<file path="config.mk">
export PLATFORM = sky130hd
export DESIGN_NAME = branch_stall_ctrl_flat
export DESIGN_NICKNAME = d
export VERILOG_FILES = /design/src/rtl/branch_ctrl_pkg.sv /design/src/rtl/branch_stall_ctrl_if.sv /design/src/rtl/branch_hazard_detect.sv /design/src/rtl/branch_stall_ctrl.sv /design/src/flat_wrapper.sv
export SDC_FILE = /design/constraint.sdc
export NUM_CORES = 1
export LEC_CHECK = 0
export CAP_MARGIN = 20
export CORE_UTILIZATION = 47
export CTS_CLUSTER_DIAMETER = 50
export DETAILED_ROUTE_END_ITERATION = 8
export GPL_TIMING_DRIVEN = 0
export PLACE_DENSITY = 0.84
export SYNTH_ARGS = -nofsm -noshare
export SYNTH_HDL_FRONTEND = slang
export SYNTH_SLANG_ARGS = --single-unit
</file>
<file path="constraint.sdc">
create_clock -name clk -period 4.05 [get_ports clk]
set_input_delay 0.6075 -clock clk [delete_from_list [all_inputs] [get_ports clk]]
set_output_delay 0.6075 -clock clk [all_outputs]
set_load 0.005 [all_outputs]
</file>
<file path="src/rtl/branch_ctrl_pkg.sv">
// Shared types and constants for the decode-stage branch stall controller.
package branch_ctrl_pkg;
  localparam int REG_AW = 3;

  typedef enum logic [1:0] {
    IDLE  = 2'd0,
    STALL = 2'd1,
    FLUSH = 2'd2
  } state_e;

  // Bubbles needed before the branch operand becomes forwardable.
  localparam logic [1:0] LD_DX  = 2'd2;
  localparam logic [1:0] ALU_DX = 2'd1;
  localparam logic [1:0] LD_EM  = 2'd1;

  typedef enum logic [1:0] {
    FWD_RF = 2'b00,
    FWD_MW = 2'b01,
    FWD_EM = 2'b10
  } fwd_e;
endpackage

</file>
<file path="src/rtl/branch_stall_ctrl_if.sv">
// Pipeline-side view of the branch stall controller: producer info in, control out.
interface branch_stall_ctrl_if #(
  parameter int REG_AW = branch_ctrl_pkg::REG_AW,
  parameter int PERF_W = 16
) ();
  logic              branch_valid_FD;
  logic [REG_AW-1:0] Rs_FD;
  logic              RegWrite_DX, MemRead_DX;
  logic [REG_AW-1:0] Rd_DX;
  logic              RegWrite_EM, MemRead_EM;
  logic [REG_AW-1:0] Rd_EM;
  logic              RegWrite_MW;
  logic [REG_AW-1:0] Rd_MW;
  logic              branch_taken;
  logic              mem_stall;
  logic              stall_FD, bubble_DX, flush_FD;
  logic [1:0]        forward;
  logic [PERF_W-1:0] stall_cycles;

  modport slave (
    input  branch_valid_FD, Rs_FD, RegWrite_DX, MemRead_DX, Rd_DX,
           RegWrite_EM, MemRead_EM, Rd_EM, RegWrite_MW, Rd_MW,
           branch_taken, mem_stall,
    output stall_FD, bubble_DX, flush_FD, forward, stall_cycles
  );

  modport master (
    output branch_valid_FD, Rs_FD, RegWrite_DX, MemRead_DX, Rd_DX,
           RegWrite_EM, MemRead_EM, Rd_EM, RegWrite_MW, Rd_MW,
           branch_taken, mem_stall,
    input  stall_FD, bubble_DX, flush_FD, forward, stall_cycles
  );
endinterface

</file>
<file path="src/rtl/branch_hazard_detect.sv">
// Combinational Rs-vs-Rd compare: classifies the branch hazard and picks the operand source.
module branch_hazard_detect #(
  parameter int REG_AW = branch_ctrl_pkg::REG_AW
) (
  input  logic              branch_valid_FD,
  input  logic [REG_AW-1:0] Rs_FD,
  input  logic              RegWrite_DX,
  input  logic              MemRead_DX,
  input  logic [REG_AW-1:0] Rd_DX,
  input  logic              RegWrite_EM,
  input  logic              MemRead_EM,
  input  logic [REG_AW-1:0] Rd_EM,
  input  logic              RegWrite_MW,
  input  logic [REG_AW-1:0] Rd_MW,
  output logic              hazard,
  output logic [1:0]        waitLen,
  output logic [1:0]        forward
);
  import branch_ctrl_pkg::*;

  logic matchDx, matchEm, matchMw;
  logic hazLdDx, hazAluDx, hazLdEm;

  assign matchDx = (Rd_DX == Rs_FD);
  assign matchEm = (Rd_EM == Rs_FD);
  assign matchMw = (Rd_MW == Rs_FD);

  assign hazLdDx  = branch_valid_FD & RegWrite_DX &  MemRead_DX & matchDx;
  assign hazAluDx = branch_valid_FD & RegWrite_DX & ~MemRead_DX & matchDx;
  // An EM load only matters when nothing younger in DX already forces a wait.
  assign hazLdEm  = branch_valid_FD & RegWrite_EM & MemRead_EM & matchEm & ~(hazLdDx | hazAluDx);

  assign hazard = hazLdDx | hazAluDx | hazLdEm;

  always_comb begin
    waitLen = 2'd0;
    if (hazLdDx)       waitLen = LD_DX;
    else if (hazAluDx) waitLen = ALU_DX;
    else if (hazLdEm)  waitLen = LD_EM;
  end

  always_comb begin
    forward = FWD_RF;
    if (RegWrite_EM & matchEm & ~MemRead_EM) forward = FWD_EM;
    else if (RegWrite_MW & matchMw)          forward = FWD_MW;
  end
endmodule

</file>
<file path="src/rtl/branch_stall_ctrl.sv">
// Decode-stage branch controller: stalls on unforwardable operands, flushes on taken branches.
module branch_stall_ctrl #(
  parameter int REG_AW = branch_ctrl_pkg::REG_AW,
  parameter int PERF_W = 16
) (
  input  logic             clk,
  input  logic             rst_n,
  branch_stall_ctrl_if.slave bus
);
  import branch_ctrl_pkg::*;

  state_e            state, stateNxt;
  logic [1:0]        cnt, cntNxt;
  logic [PERF_W-1:0] stallCycles;
  logic              hazard;
  logic [1:0]        waitLen;
  logic              stallFd, bubbleDx, flushFd;

  branch_hazard_detect #(.REG_AW(REG_AW)) uDetect (
    .branch_valid_FD (bus.branch_valid_FD),
    .Rs_FD           (bus.Rs_FD),
    .RegWrite_DX     (bus.RegWrite_DX),
    .MemRead_DX      (bus.MemRead_DX),
    .Rd_DX           (bus.Rd_DX),
    .RegWrite_EM     (bus.RegWrite_EM),
    .MemRead_EM      (bus.MemRead_EM),
    .Rd_EM           (bus.Rd_EM),
    .RegWrite_MW     (bus.RegWrite_MW),
    .Rd_MW           (bus.Rd_MW),
    .hazard          (hazard),
    .waitLen         (waitLen),
    .forward         (bus.forward)
  );

  always_ff @(posedge clk or negedge rst_n) begin
    if (!rst_n) begin
      state       <= IDLE;
      cnt         <= 2'd0;
      stallCycles <= '0;
    end else begin
      state <= stateNxt;
      cnt   <= cntNxt;
      if (!bus.mem_stall && state == STALL && stallCycles != '1)
        stallCycles <= stallCycles + PERF_W'(1);
    end
  end

  always_comb begin
    stateNxt = state;
    cntNxt   = cnt;
    stallFd  = 1'b0;
    bubbleDx = 1'b0;
    flushFd  = 1'b0;
    unique case (state)
      IDLE: begin
        if (hazard) begin
          stateNxt = STALL;
          cntNxt   = waitLen;
        end else if (bus.branch_valid_FD && bus.branch_taken) begin
          stateNxt = FLUSH;
        end
      end
      STALL: begin
        stallFd  = 1'b1;
        bubbleDx = 1'b1;
        cntNxt   = cnt - 2'd1;
        // Back to IDLE so the branch re-evaluates with its producer now forwardable.
        if (cnt == 2'd1) stateNxt = IDLE;
      end
      FLUSH: begin
        flushFd  = 1'b1;
        stateNxt = IDLE;
      end
      default: stateNxt = IDLE;
    endcase
    // A memory freeze overrides everything; a pending flush waits for the thaw.
    if (bus.mem_stall) begin
      stateNxt = state;
      cntNxt   = cnt;
      stallFd  = 1'b1;
      bubbleDx = 1'b0;
      flushFd  = 1'b0;
    end
  end

  assign bus.stall_FD     = stallFd;
  assign bus.bubble_DX    = bubbleDx;
  assign bus.flush_FD     = flushFd;
  assign bus.stall_cycles = stallCycles;
endmodule

</file>
<file path="src/flat_wrapper.sv">
// flat-port wrapper written by rule: the top's interface ports become plain ports
module branch_stall_ctrl_flat import branch_ctrl_pkg::*;
#(
  parameter int REG_AW = branch_ctrl_pkg::REG_AW,
  parameter int PERF_W = 16
)
  (clk, rst_n, bus_branch_valid_FD, bus_Rs_FD, bus_RegWrite_DX, bus_MemRead_DX, bus_Rd_DX, bus_RegWrite_EM, bus_MemRead_EM, bus_Rd_EM, bus_RegWrite_MW, bus_Rd_MW, bus_branch_taken, bus_mem_stall, bus_stall_FD, bus_bubble_DX, bus_flush_FD, bus_forward, bus_stall_cycles);
  branch_stall_ctrl_if #(.REG_AW(REG_AW), .PERF_W(PERF_W)) bus_i ();
  input  logic clk;
  input  logic rst_n;
  input wire logic [$bits(bus_i.branch_valid_FD)-1:0] bus_branch_valid_FD;
  input wire logic [$bits(bus_i.Rs_FD)-1:0] bus_Rs_FD;
  input wire logic [$bits(bus_i.RegWrite_DX)-1:0] bus_RegWrite_DX;
  input wire logic [$bits(bus_i.MemRead_DX)-1:0] bus_MemRead_DX;
  input wire logic [$bits(bus_i.Rd_DX)-1:0] bus_Rd_DX;
  input wire logic [$bits(bus_i.RegWrite_EM)-1:0] bus_RegWrite_EM;
  input wire logic [$bits(bus_i.MemRead_EM)-1:0] bus_MemRead_EM;
  input wire logic [$bits(bus_i.Rd_EM)-1:0] bus_Rd_EM;
  input wire logic [$bits(bus_i.RegWrite_MW)-1:0] bus_RegWrite_MW;
  input wire logic [$bits(bus_i.Rd_MW)-1:0] bus_Rd_MW;
  input wire logic [$bits(bus_i.branch_taken)-1:0] bus_branch_taken;
  input wire logic [$bits(bus_i.mem_stall)-1:0] bus_mem_stall;
  output wire logic [$bits(bus_i.stall_FD)-1:0] bus_stall_FD;
  output wire logic [$bits(bus_i.bubble_DX)-1:0] bus_bubble_DX;
  output wire logic [$bits(bus_i.flush_FD)-1:0] bus_flush_FD;
  output wire logic [$bits(bus_i.forward)-1:0] bus_forward;
  output wire logic [$bits(bus_i.stall_cycles)-1:0] bus_stall_cycles;
  assign bus_i.branch_valid_FD = bus_branch_valid_FD;
  assign bus_i.Rs_FD = bus_Rs_FD;
  assign bus_i.RegWrite_DX = bus_RegWrite_DX;
  assign bus_i.MemRead_DX = bus_MemRead_DX;
  assign bus_i.Rd_DX = bus_Rd_DX;
  assign bus_i.RegWrite_EM = bus_RegWrite_EM;
  assign bus_i.MemRead_EM = bus_MemRead_EM;
  assign bus_i.Rd_EM = bus_Rd_EM;
  assign bus_i.RegWrite_MW = bus_RegWrite_MW;
  assign bus_i.Rd_MW = bus_Rd_MW;
  assign bus_i.branch_taken = bus_branch_taken;
  assign bus_i.mem_stall = bus_mem_stall;
  assign bus_stall_FD = bus_i.stall_FD;
  assign bus_bubble_DX = bus_i.bubble_DX;
  assign bus_flush_FD = bus_i.flush_FD;
  assign bus_forward = bus_i.forward;
  assign bus_stall_cycles = bus_i.stall_cycles;
  branch_stall_ctrl #(.REG_AW(REG_AW), .PERF_W(PERF_W)) u_core (.clk(clk), .rst_n(rst_n), .bus(bus_i));
endmodule
</file>
==> metrics.yaml <==
syn_area_sq_mm: 0.00115
ys_seq_elements: 20
cts_buffers: 3
grtUsageTotal_pct: 20.4
port_buffers: 41
rows: 17
antenna_found_initial: 0
fin_util_pct: 71.8
min_period_ns: 2.83
drive_above_1_share_pct: 8.23
cts-resized-gates: 0
num_io_pins: 43
ys_seq_area_share_pct: 43.5
max_slew_margin_pct: 42.7
initialDrtViolationCount: 11
synth_warnings: 0
drv_cap: 0
grt_pass1_vias: 964
synthCells: 114
synth_common_cells: "dfrtp_1, xnor2_1, nand2_1, nand3_1"
cts_buffer_depth: 2
power_density_mw_per_mm2: 415
finalNetCount: 184
critPathKind: "in2out"
synth_top_area_cell: "dfrtp_1"
max_freq_mhz: 354
synth_edf_count: 0
h-tree-depth: 1
worst_ir_drop_vdd_uv: 310
status: "completed"
cts_tree: "done"
leakagePower_nw: 0.641
wl_per_cell_um: 12.8
fin_setup_tns_ns: 0
first_pass_iters: 4
yosysTopAreaCellShare_pct: 43.5
dp_hpwl_mm: 1.95
worst_pin_slew_ns: 0.857
slew_viol_final: 0
grt_pass1_wl_mm: 4.02
vias_per_cell: 5.45
dp_cells: 183
synth_most_common_cell: "dfrtp_1"
grt_start_max_net_pins: 21
ant_nets: 0
yosysUniqueCellTypes: 34
syn_nets: 138
crit_arrival_ns: 2.22
postCtsHoldBufs: 0
gr-total-overflow: 0
drt_wl_total_mm: 2.39
worstPathMaxFanout: 3
rsz0062_at_grt: "no"
start_util_pct: 51.0
synthToLayoutAreaGrowth_pct: 40.7
die_h_um: 51.5
insertion_delay_ns: 0.30
cts_sinks: 20
critPathRequiredTime_ns: 3.44
avgSynthCellArea_sq_um: 10.1
end_kind: "primary output"
synth_area_leaders: "dfrtp_1, xnor2_1, xor2_1"
post_cts_buffers: 0
setup_viol: 0
ys.flop_type: "dfrtp_1"
core_sq_mm: 0.00225
hold_class: "reg2reg"
vias: 1013
cts_root_buffer: "clkbuf_4"
final_hold_viol_count: 0
startpoint_type: "input pin"
drc_errors: 0
path_clk_slew_ns: 0.11
finClkSkew_ns: 0.00383
routabilityCongestion: 0.752
die_x_um: 51.5
dieArea_sq_mm: 0.00265
synthArstFlopShare_pct: 100
fin_cells: 186
min_period_over_period_pct: 69.8
antenna_cells: 0
==> layer usage <==
layer	routed length (um)	vias up	share of wire, %	GRT usage (%)
li1	-	494	-	-
met1	1060	477	44	23.5
met2	1150	38	48	36.6
met3	131	4	5.5	3.87
met4	40	0	1.7	8.11
met5	0	-	0	0
==> placed cells by master (no fill, tap or decap), drive strengths merged, types with 2 or more instances in the layout <==
cell and count:
nand4 6, nand2 11, o221ai 2, inv 3, and3 3, xnor2 15, nor4 2, nor2 10
nor3 2, a31oi 4, nand2b 2, xor2 8, a21boi 2, clkbuf 3, ha 2, dfrtp 20
clkdlybuf4s50 41, nand3 9
==> sequential cells by signal, indices dropped and copies added, names as in the netlist <==
| signal | count |
|---|---|
| u_core.bus.stall_cycles | 16 |
| u_core.cnt | 2 |
| u_core.state | 2 |
==> layout make-up <==
cell class | count | area (sq um)
Multi-Input combinational cell | 90 | 633
Tap cell | 28 | 35.0
Clock buffer | 3 | 22.5
Buffer | 1 | 5.00
Timing Repair Buffer | 41 | 410
Sequential cell | 20 | 500
Fill cell | 191 | 637
Inverter | 3 | 11.3
==> report_power, final <==
part           switching (mW)  total, mW  leakage, nW  internal, mW
Combinational           0.111      0.271        0.368         0.160
Sequential             0.0628      0.308        0.259         0.245
Clock                  0.0583     0.0929       0.0138        0.0346
==> cells by family after synthesis <==
group | after synthesis | synth area share (%)
flip-flops | 20 | 43.5
XOR/XNOR | 23 | 17.5
AND/OR/NAND/NOR | 51 | 25.0
multiplexers | 1 | 0.979
adder cells (fa/ha/maj) | 2 | 2.18
buffers and inverters | 4 | 1.41
AO/OA/AOI/OAI | 13 | 9.36
==> through the flow <==
step	hold WS, ns	total power [mW]	cell area, sq um	setup WS, ns
after floorplan	0.312	0.451	1150	2.28
after global placement	0.491	0.570	1600	1.25
after CTS	0.510	0.674	1620	1.21
after detailed placement	0.495	0.582	1600	1.22
final	0.507	0.672	1620	1.22
after global routing	0.541	0.720	1620	1.15
==> path summary, 6_finish.rpt <==
| path | startpoint | to | cells past startpoint | slack (ns) |
|---|---|---|---|---|
| min | u_core.bus.stall_cycles[9]$_DFFE_PN0P_ | u_core.bus.stall_cycles[9]$_DFFE_PN0P_ | 1 | 0.51 |
| max in group asynchronous | rst_n | u_core.cnt[1]$_DFFE_PN0P_ | 1 | 2.73 |
| min reg2reg | u_core.bus.stall_cycles[9]$_DFFE_PN0P_ | u_core.bus.stall_cycles[9]$_DFFE_PN0P_ | 1 | 0.51 |
| max reg2reg | u_core.bus.stall_cycles[0]$_DFFE_PN0P_ | u_core.bus.stall_cycles[1]$_DFFE_PN0P_ | 5 | 2.33 |
| min in group asynchronous | rst_n | u_core.bus.stall_cycles[4]$_DFFE_PN0P_ | 1 | 0.79 |
| max | bus_Rs_FD[1] | bus_forward[1] | 6 | 1.22 |
==> worst max-delay path: stages <==
cell and delay (ns):
clkdlybuf4s50_1 0.48, xor2_1 0.19, nor2_1 0.16, nand3_1 0.11
nor2_1 0.15, clkdlybuf4s50_1 0.53
(Power assumes the default switching activity.)
